--- src/rtl/cache_control_if.sv ---
// rtl/cache_control_if.sv - CPU and pmem handshake bundle for the 2-way cache controller
interface cache_control_if #(
  parameter int IDX_W = 3
);
  logic [IDX_W-1:0] index;
  logic             mem_read;
  logic             mem_write;
  logic             mem_resp;
  logic             pmem_read;
  logic             pmem_write;
  logic             pmem_resp;

  // Environment side: CPU request source plus physical memory responder.
  modport master (
    output index, mem_read, mem_write, pmem_resp,
    input  mem_resp, pmem_read, pmem_write
  );

  // Controller side.
  modport slave (
    input  index, mem_read, mem_write, pmem_resp,
    output mem_resp, pmem_read, pmem_write
  );
endinterface

--- src/rtl/cache_control.sv ---
// rtl/cache_control.sv - control FSM for the 2-way set-associative LC3B cache
// Optional hit/miss performance counters: define CACHE_PERF_CNT_EN.
module cache_control #(
  parameter int NUM_SETS = 8,
  parameter int IDX_W    = 3
) (
  input  logic                clk,
  input  logic                reset_n,
  cache_control_if.slave      bus,
  input  logic                tag_match0,
  input  logic                tag_match1,
  output logic                way_sel,
  output logic                data_write0,
  output logic                data_write1,
  output logic                tag_write0,
  output logic                tag_write1,
  output logic                data_src_sel,
  output logic                pmem_addr_sel,
  output logic [15:0]         hit_count,
  output logic [15:0]         miss_count
);

  typedef enum logic [1:0] {
    S_COMPARE   = 2'd0,
    S_WRITEBACK = 2'd1,
    S_ALLOCATE  = 2'd2
  } state_t;

  state_t state, state_next;

  logic [1:0][NUM_SETS-1:0] valid;
  logic [1:0][NUM_SETS-1:0] dirty;
  logic [NUM_SETS-1:0]      lru;
  logic                     victim;

  logic req, is_write;
  logic hit0, hit1, hit, hit_way;
  logic miss_victim, victim_dirty;

  logic mem_resp_c, pmem_read_c, pmem_write_c;

  assign req      = bus.mem_read | bus.mem_write;
  assign is_write = bus.mem_write;

  // Way 0 takes priority if both ways ever report a hit.
  assign hit0    = valid[0][bus.index] & tag_match0;
  assign hit1    = valid[1][bus.index] & tag_match1;
  assign hit     = hit0 | hit1;
  assign hit_way = ~hit0;

  // Fill an empty way first; only evict by LRU when the set is full.
  assign miss_victim  = !valid[0][bus.index] ? 1'b0 :
                        !valid[1][bus.index] ? 1'b1 : lru[bus.index];
  assign victim_dirty = valid[miss_victim][bus.index] & dirty[miss_victim][bus.index];

  always_ff @(posedge clk or negedge reset_n) begin
    if (!reset_n) begin
      state <= S_COMPARE;
    end else begin
      state <= state_next;
    end
  end

  always_comb begin
    state_next = state;
    unique case (state)
      S_COMPARE: begin
        if (req && !hit) begin
          state_next = victim_dirty ? S_WRITEBACK : S_ALLOCATE;
        end
      end
      S_WRITEBACK: begin
        if (bus.pmem_resp) begin
          state_next = S_ALLOCATE;
        end
      end
      S_ALLOCATE: begin
        if (bus.pmem_resp) begin
          state_next = S_COMPARE;
        end
      end
      default: state_next = S_COMPARE;
    endcase
  end

  always_comb begin
    mem_resp_c    = 1'b0;
    pmem_read_c   = 1'b0;
    pmem_write_c  = 1'b0;
    way_sel       = 1'b0;
    data_write0   = 1'b0;
    data_write1   = 1'b0;
    tag_write0    = 1'b0;
    tag_write1    = 1'b0;
    data_src_sel  = 1'b0;
    pmem_addr_sel = 1'b0;
    unique case (state)
      S_COMPARE: begin
        if (req && hit) begin
          mem_resp_c = 1'b1;
          way_sel    = hit_way;
          if (is_write) begin
            data_write0 = ~hit_way;
            data_write1 = hit_way;
          end
        end
      end
      S_WRITEBACK: begin
        pmem_write_c  = 1'b1;
        pmem_addr_sel = 1'b1;
        way_sel       = victim;
      end
      S_ALLOCATE: begin
        pmem_read_c = 1'b1;
        way_sel     = victim;
        if (bus.pmem_resp) begin
          data_write0  = ~victim;
          data_write1  = victim;
          tag_write0   = ~victim;
          tag_write1   = victim;
          data_src_sel = 1'b1;
        end
      end
      default: ;
    endcase
  end

  assign bus.mem_resp   = mem_resp_c;
  assign bus.pmem_read  = pmem_read_c;
  assign bus.pmem_write = pmem_write_c;

  // Per-set metadata; the victim is frozen once we leave COMPARE.
  always_ff @(posedge clk or negedge reset_n) begin
    if (!reset_n) begin
      valid  <= '0;
      dirty  <= '0;
      lru    <= '0;
      victim <= 1'b0;
    end else begin
      unique case (state)
        S_COMPARE: begin
          if (req) begin
            if (hit) begin
              lru[bus.index] <= ~hit_way;
              if (is_write) begin
                dirty[hit_way][bus.index] <= 1'b1;
              end
            end else begin
              victim <= miss_victim;
            end
          end
        end
        S_WRITEBACK: begin
          if (bus.pmem_resp) begin
            dirty[victim][bus.index] <= 1'b0;
          end
        end
        S_ALLOCATE: begin
          if (bus.pmem_resp) begin
            valid[victim][bus.index] <= 1'b1;
            dirty[victim][bus.index] <= 1'b0;
          end
        end
        default: ;
      endcase
    end
  end

`ifdef CACHE_PERF_CNT_EN
  logic [15:0] hit_cnt_q, miss_cnt_q;

  always_ff @(posedge clk or negedge reset_n) begin
    if (!reset_n) begin
      hit_cnt_q  <= 16'h0000;
      miss_cnt_q <= 16'h0000;
    end else begin
      if (state == S_COMPARE && mem_resp_c && hit_cnt_q != 16'hFFFF) begin
        hit_cnt_q <= hit_cnt_q + 16'h0001;
      end
      if (state == S_COMPARE && state_next != S_COMPARE && miss_cnt_q != 16'hFFFF) begin
        miss_cnt_q <= miss_cnt_q + 16'h0001;
      end
    end
  end

  assign hit_count  = hit_cnt_q;
  assign miss_count = miss_cnt_q;
`else
  assign hit_count  = 16'h0000;
  assign miss_count = 16'h0000;
`endif

endmodule
--- src/flat_wrapper.sv ---
// flat-port wrapper written by rule: the top's interface ports become plain ports
module cache_control_flat 
#(
  parameter int NUM_SETS = 8,
  parameter int IDX_W    = 3
)
  (clk, reset_n, tag_match0, tag_match1, way_sel, data_write0, data_write1, tag_write0, tag_write1, data_src_sel, pmem_addr_sel, hit_count, miss_count, bus_index, bus_mem_read, bus_mem_write, bus_pmem_resp, bus_mem_resp, bus_pmem_read, bus_pmem_write);
  cache_control_if #(.IDX_W(IDX_W)) bus_i ();
  input  logic clk;
  input  logic reset_n;
  input  logic tag_match0;
  input  logic tag_match1;
  output logic way_sel;
  output logic data_write0;
  output logic data_write1;
  output logic tag_write0;
  output logic tag_write1;
  output logic data_src_sel;
  output logic pmem_addr_sel;
  output logic [15:0] hit_count;
  output logic [15:0] miss_count;
  input wire logic [$bits(bus_i.index)-1:0] bus_index;
  input wire logic [$bits(bus_i.mem_read)-1:0] bus_mem_read;
  input wire logic [$bits(bus_i.mem_write)-1:0] bus_mem_write;
  input wire logic [$bits(bus_i.pmem_resp)-1:0] bus_pmem_resp;
  output wire logic [$bits(bus_i.mem_resp)-1:0] bus_mem_resp;
  output wire logic [$bits(bus_i.pmem_read)-1:0] bus_pmem_read;
  output wire logic [$bits(bus_i.pmem_write)-1:0] bus_pmem_write;
  assign bus_i.index = bus_index;
  assign bus_i.mem_read = bus_mem_read;
  assign bus_i.mem_write = bus_mem_write;
  assign bus_i.pmem_resp = bus_pmem_resp;
  assign bus_mem_resp = bus_i.mem_resp;
  assign bus_pmem_read = bus_i.pmem_read;
  assign bus_pmem_write = bus_i.pmem_write;
  cache_control #(.NUM_SETS(NUM_SETS), .IDX_W(IDX_W)) u_core (.clk(clk), .reset_n(reset_n), .bus(bus_i), .tag_match0(tag_match0), .tag_match1(tag_match1), .way_sel(way_sel), .data_write0(data_write0), .data_write1(data_write1), .tag_write0(tag_write0), .tag_write1(tag_write1), .data_src_sel(data_src_sel), .pmem_addr_sel(pmem_addr_sel), .hit_count(hit_count), .miss_count(miss_count));
endmodule
--- config.mk ---
export PLATFORM = sky130hd
export DESIGN_NAME = cache_control_flat
export DESIGN_NICKNAME = d
export VERILOG_FILES = /design/src/rtl/cache_control_if.sv /design/src/rtl/cache_control.sv /design/src/flat_wrapper.sv
export SDC_FILE = /design/constraint.sdc
export NUM_CORES = 1
export LEC_CHECK = 0
export BUFFER_PORTS_ARGS = -buffer_cell sky130_fd_sc_hd__buf_2
export CORE_UTILIZATION = 50
export CTS_BUF_LIST = sky130_fd_sc_hd__clkbuf_8
export CTS_CLUSTER_DIAMETER = 100
export CTS_CLUSTER_SIZE = 8
export DETAILED_ROUTE_END_ITERATION = 12
export GPL_TIMING_DRIVEN = 1
export PLACE_DENSITY_LB_ADDON = 0.25
export RECOVER_POWER = 50
export SLEW_MARGIN = 20
export SYNTH_ARGS = -nofsm -noshare
export SYNTH_HDL_FRONTEND = slang
export SYNTH_SLANG_ARGS = --single-unit
--- constraint.sdc ---
create_clock -name clk -period 5.9 [get_ports clk]
set_input_delay 1.18 -clock clk [delete_from_list [all_inputs] [get_ports clk]]
set_output_delay 1.18 -clock clk [all_outputs]
set_load 0.01 [all_outputs]
Yosys cells after proc, flatten, opt, wreduce, memory -nomap -nowiden
Index checks and enable logic that the tools add are counted.

Flip-flop bits (word level): 43. Bits in latches: 0. Memory bits (writable): 0. Bits in read-only memories: 0. Input bits: 10. Output and inout port bits: 42. Word-level logic and storage cells: 100. Memories kept: 0.

$add $sub $neg: 0. Multipliers: 0. Div/mod/pow operators: 0. $lt $le $gt $ge: 7. Equality and inequality tests: 9. Shift-type cells: 0. Multiplexer cells: 51. Bitwise operators: 12. Reductions and logical operators: 14.

Operators with widths (count): 16-bit two-way mux (4); 8-bit two-way mux (6); 16-bit OR (2); 16-bit case mux with 2 select lines (1); 1-bit two-way mux (23); 16-bit bitwise AND (1); 8-bit demux with 1-bit select (2); 16-bit inverter (1); 1-bit binary-select mux with 3-bit select (5); 3-bit AND reduction (3); 8-bit bitwise mux (1); 2-bit two-way mux (4); 2-bit by 1-bit inequality test with 1-bit output, second input constant (4); 1-bit by 2-bit less-than comparator with 1-bit output, second input constant (3); 2-bit inequality test, second input constant (3); 1-bit case mux with 2 select lines (3); 2-bit case mux with 3 select lines (1); 1-bit logical AND (5); 5-bit AND reduction (1); 3-bit by 4-bit less-than comparator with 1-bit output, second input constant (1); 1-bit bitwise AND (3); 1-bit demux with 3-bit select (1); 3-bit by 1-bit >= comparator with 1-bit output, second input constant (1); 1-bit inverter (3); other kinds (9) (11).

Depth between registers and ports, before layout
Depth in word-level cells: 13. Depth in mapped cells: 11. Mapped depth without buffers: 8.

Least setup slack after synthesis
Ideal clock, no wire load.

Path type: input port to output port. From: input port bus_index[2]. To: output port data_write1. Arrival time: 2.779 ns. Required time: 4.720 ns. Path slack: 1.941 ns. Stages: 9. Buffers on the path: 3. Cells stage by stage: buf_4 > nor2b_1 > buf_2 > a32oi_2 > and3_4 > or2_1 > o211ai_1 > clkbuf_1 > o31ai_1.

Word-level cells in the longest chain between the ends: 7. Elaborated cells between the ends (all ways): 12. Those cells by class: 7 x mux; 4 x bitwise; 1 x reduce/logical.

Ends and longest elaborated chain: start, declared (RTL line flat_wrapper.sv:22) `input wire logic [$bits(bus_i.index)-1:0] bus_index;`; 1-bit binary-select mux with 3-bit select, on equally long branches (RTL line cache_control.sv:46, cache_control.sv:47); 1-bit two-way mux, on equally long branches (RTL line cache_control.sv:46, cache_control.sv:47); 1-bit bitwise AND, on equally long branches (RTL line cache_control.sv:46, cache_control.sv:47); 1-bit OR or 1-bit inverter (tied branches) (RTL line cache_control.sv:48, cache_control.sv:49); 1-bit logical AND or 1-bit two-way mux (tied branches) (RTL line cache_control.sv:99, cache_control.sv:102); 1-bit two-way mux (*) (RTL line cache_control.sv:99) `if (req && hit) begin`; 1-bit case mux with 2 select lines (*) (RTL line cache_control.sv:97) `unique case (state)`; end, declared (RTL line flat_wrapper.sv:15) `output logic data_write1;`.

Every way passes the cells marked *; elsewhere a longest branch is shown, timed or not. The select of a mux whose other input is x is not followed.

Final worst setup path
From: input port bus_index[2]. To: output port bus_mem_resp.

Word-level cells in the longest chain between the ends: 7. Elaborated cells between the ends (all ways): 10. Those cells by class: 6 x mux; 3 x bitwise; 1 x reduce/logical.

Ends and longest elaborated chain: 1-bit binary-select mux with 3-bit select, on equally long branches (RTL line cache_control.sv:46, cache_control.sv:47); 1-bit two-way mux, on equally long branches (RTL line cache_control.sv:46, cache_control.sv:47); 1-bit bitwise AND, on equally long branches (RTL line cache_control.sv:46, cache_control.sv:47); 1-bit OR (*) (RTL line cache_control.sv:48) `assign hit = hit0 | hit1;`; 1-bit logical AND (*) (RTL line cache_control.sv:99); 1-bit two-way mux (*) (RTL line cache_control.sv:99); 1-bit two-way mux (*) (RTL line cache_control.sv:97); end, declared (RTL line flat_wrapper.sv:26) `output wire logic [$bits(bus_i.mem_resp)-1:0] bus_mem_resp;`.

Marks and branches as above.

==> impl_metrics.json <==
{
  "run_status": "complete, but fails checks",
  "violations": "capacitance limit, slew limit",
  "cts_root_buffer": "clkbuf_8",
  "hold_buffers": 0,
  "ys_warn_count": 0,
  "fin_cells": 344,
  "cp.required_ns": 4.72,
  "ir_drop_v": 0.0001901,
  "clock_path_buffers": 2,
  "period_minus_slack_ns": 4.760,
  "synth_common_cells": "dfrtp_1, buf_4, nand2_1, nor2_1, mux2i_1",
  "clk_pin_slew_ns": 0.07,
  "hold_path_class": "reg -> reg",
  "grt_antenna_before_repair": 0,
  "ys_dominant_reg_cell": "dfrtp_1",
  "slew_headroom_pct": -52.44,
  "synthSimpleGateAreaFrac_pct": 15.67,
  "fmax_mhz": 210.1,
  "die_x_um": 74.15,
  "grt_max_degree": 44,
  "post-route-period-util_pct": 80.67,
  "setup_tns_ns": 0,
  "core_um2": 4880,
  "cts_tree": "built",
  "vias_per_cell": 5.369,
  "drt.antenna.violating_nets": 0,
  "wl_per_cell_um": 15.74,
  "cp.arrival_ns": 3.58,
  "drv_slew": 44,
  "hpwl_um": 3850,
  "synth_top_family_by_area": "compound AO/OA/AOI/OAI gates",
  "yosysTopAreaCell": "dfrtp_1",
  "crit_type": "in -> out",
  "synth.avg_cell_area_um2": 9.858,
  "synth_mux_area_share_pct": 10.67,
  "cts.sinks": 43,
  "dr.pass1.iters": 4,
  "ys_ff_latch": 43,
  "start_util_pct": 53.33,
  "die_h_um": 74.15,
  "powerDensity_nw_per_um2": 449.7,
  "drv_cap": 1,
  "p_leak_nw": 1.321,
  "track_usage_pct": 22.43,
  "cp-start-kind": "input pin",
  "ys_types": 50,
  "holdPathStages": 1,
  "drt_iter0_drc": 131,
  "num_antenna_cells": 0,
  "cts.repair.resized": 0,
  "final_hold_viol_count": 0,
  "multi_input_area_um2": 1300,
  "setup_slack_ns": 1.140,
  "async_flop_share_pct": 100.0,
  "grt_remaining_overflow": 0,
  "fin_nets": 291,
  "timing.rr.end": "u_core.state[1]",
  "rsz0062_at_grt": "no",
  "postLayoutCellArea_um2": 2674,
  "setup-violations-final": 0,
  "synthToLayoutAreaGrowth_pct": 2.740,
  "cts_made_buffers": 5,
  "synth-adder-area-share_pct": 1.923,
  "min_to": "u_core.valid[1]",
  "tightest_slew_ns": 2.287,
  "r2r_setup_slack_ns": 3.22,
  "post_cts_buffers": 0,
  "place_area_um2": 2589,
  "ios": 52,
  "drc": 0,
  "grt_pass1_vias": 1789,
  "yosys.area_share.xor_xnor_pct": 0,
  "dp.cells": 337,
  "hp-start": "u_core.valid[1]",
  "drt_wl_total_um": 5416,
  "synth_top_cell_area_share_pct": 41.35,
  "rows": 25,
  "die-area_um2": 5497,
  "synth-seq-area-share_pct": 41.35,
  "cts-htree-levels": 2,
  "synth_compound_area_share_pct": 17.07,
  "path_max_fanout": 15,
  "seqCellArea_um2": 1076,
  "grt_pass1_wl_um": 8901,
  "syn_area_um2": 2602,
  "clock_latency_ns": 0.29,
  "synth_most_common_cell": "dfrtp_1",
  "yosys-top-cells-area": "dfrtp_1, buf_4, nand2_1, mux2i_1, mux2_2",
  "cp-end-kind": "primary output",
  "gp_congestion": 0.8959,
  "nFillCells": 468,
  "place_ws_ns": 1.283,
  "r2r-start": "u_core.lru[5]",
  "skew_ns": 0.006618,
  "synth-edff-count": 0,
  "portBuffers": 19,
  "drive_gt1_share_pct": 16.97,
  "vias": 1847,
  "synth_cells": 264,
  "reg2reg_depth": 8
}
==> how the worst max path moves through the flow <==
stage                 start           end  slack, ns  cells past startpoint
6_report       bus_index[2]  bus_mem_resp       1.14                      8
5_1_grt        bus_index[2]       way_sel       0.99                      9
4_1_cts        bus_index[0]       way_sel       1.28                      9
3_5_place_dp   bus_index[0]       way_sel       1.28                      9
3_3_place_gp   bus_index[0]       way_sel       1.34                      9
2_1_floorplan  bus_index[2]   data_write1       1.94                      9
==> sequential cells by signal (all words and copies together), names as in the netlist <==
name and count:
u_core.dirty 16, u_core.lru 8, u_core.state 2, u_core.valid 16
u_core.victim 1
==> cells by family after synthesis <==
kind of cell	after synthesis
simple gates	82
mux	24
flops	43
other cells	1
buf+inv	52
compound gates	58
fa+ha+maj	4
==> final cells by class <==
class | count | share of cell area [%]
flip-flops and latches | 43 | 40.24
multi-input cells | 200 | 48.62
well taps | 67 | 3.135
clock inverters | 1 | 0.1872
repair buffers | 20 | 3.744
inverters | 7 | 0.9827
clock buffers | 6 | 3.088
==> cells in the final DEF (no fill, tap or decap), types with 5 or more instances in the layout <==
master	netlist	routed
a22o_1	7	7
mux2i_1	12	12
o21bai_1	9	9
nor2_1	16	16
o21ai_1	9	9
clkbuf_8	0	6
a21o_1	7	7
nor2b_1	5	5
nand2b_1	5	5
nand2_1	33	33
dfrtp_1	43	43
mux2_2	10	10
buf_2	4	17
conb_1	1	32
inv_1	7	7
==> where the power goes <==
| part | switching [mW] | total, mW | internal (mW) |
|---|---|---|---|
| Clock | 0.0949 | 0.187 | 0.0918 |
| Combinational | 0.292 | 0.515 | 0.223 |
| Sequential | 0.0789 | 0.501 | 0.422 |
==> critical path, stage by stage <==
cell,delay (ns)
clkbuf_1,0.35
nor2b_1,0.55
a32oi_2,0.22
and3_4,0.29
or2_1,0.25
o211ai_1,0.36
inv_1,0.19
buf_2,0.19
==> stage by stage <==
| step | total power, mW | utilization, % | hold WS (ns) |
|---|---|---|---|
| 3_3_place_gp | 1.007 | 53.05 | 0.4486 |
| 6_report | 1.202 | 54.79 | 0.4687 |
| 5_1_grt | 1.293 | 54.79 | 0.4921 |
| 4_1_cts | 1.206 | 54.85 | 0.4731 |
| 2_1_floorplan | 0.8941 | - | 0.4271 |
| 3_5_place_dp | 1.018 | 53.05 | 0.4558 |
==> metal layers <==
metal	wire, µm	vias up	GRT usage, %	part of all wire, %
li1	-	879	-	-
met1	2525	887	31.26	47
met2	2532	71	35.56	47
met3	277	10	4.607	5.1
met4	81	0	6.410	1.5
met5	0	-	0	0
No activity file was read; power rests on OpenSTA's default activity.
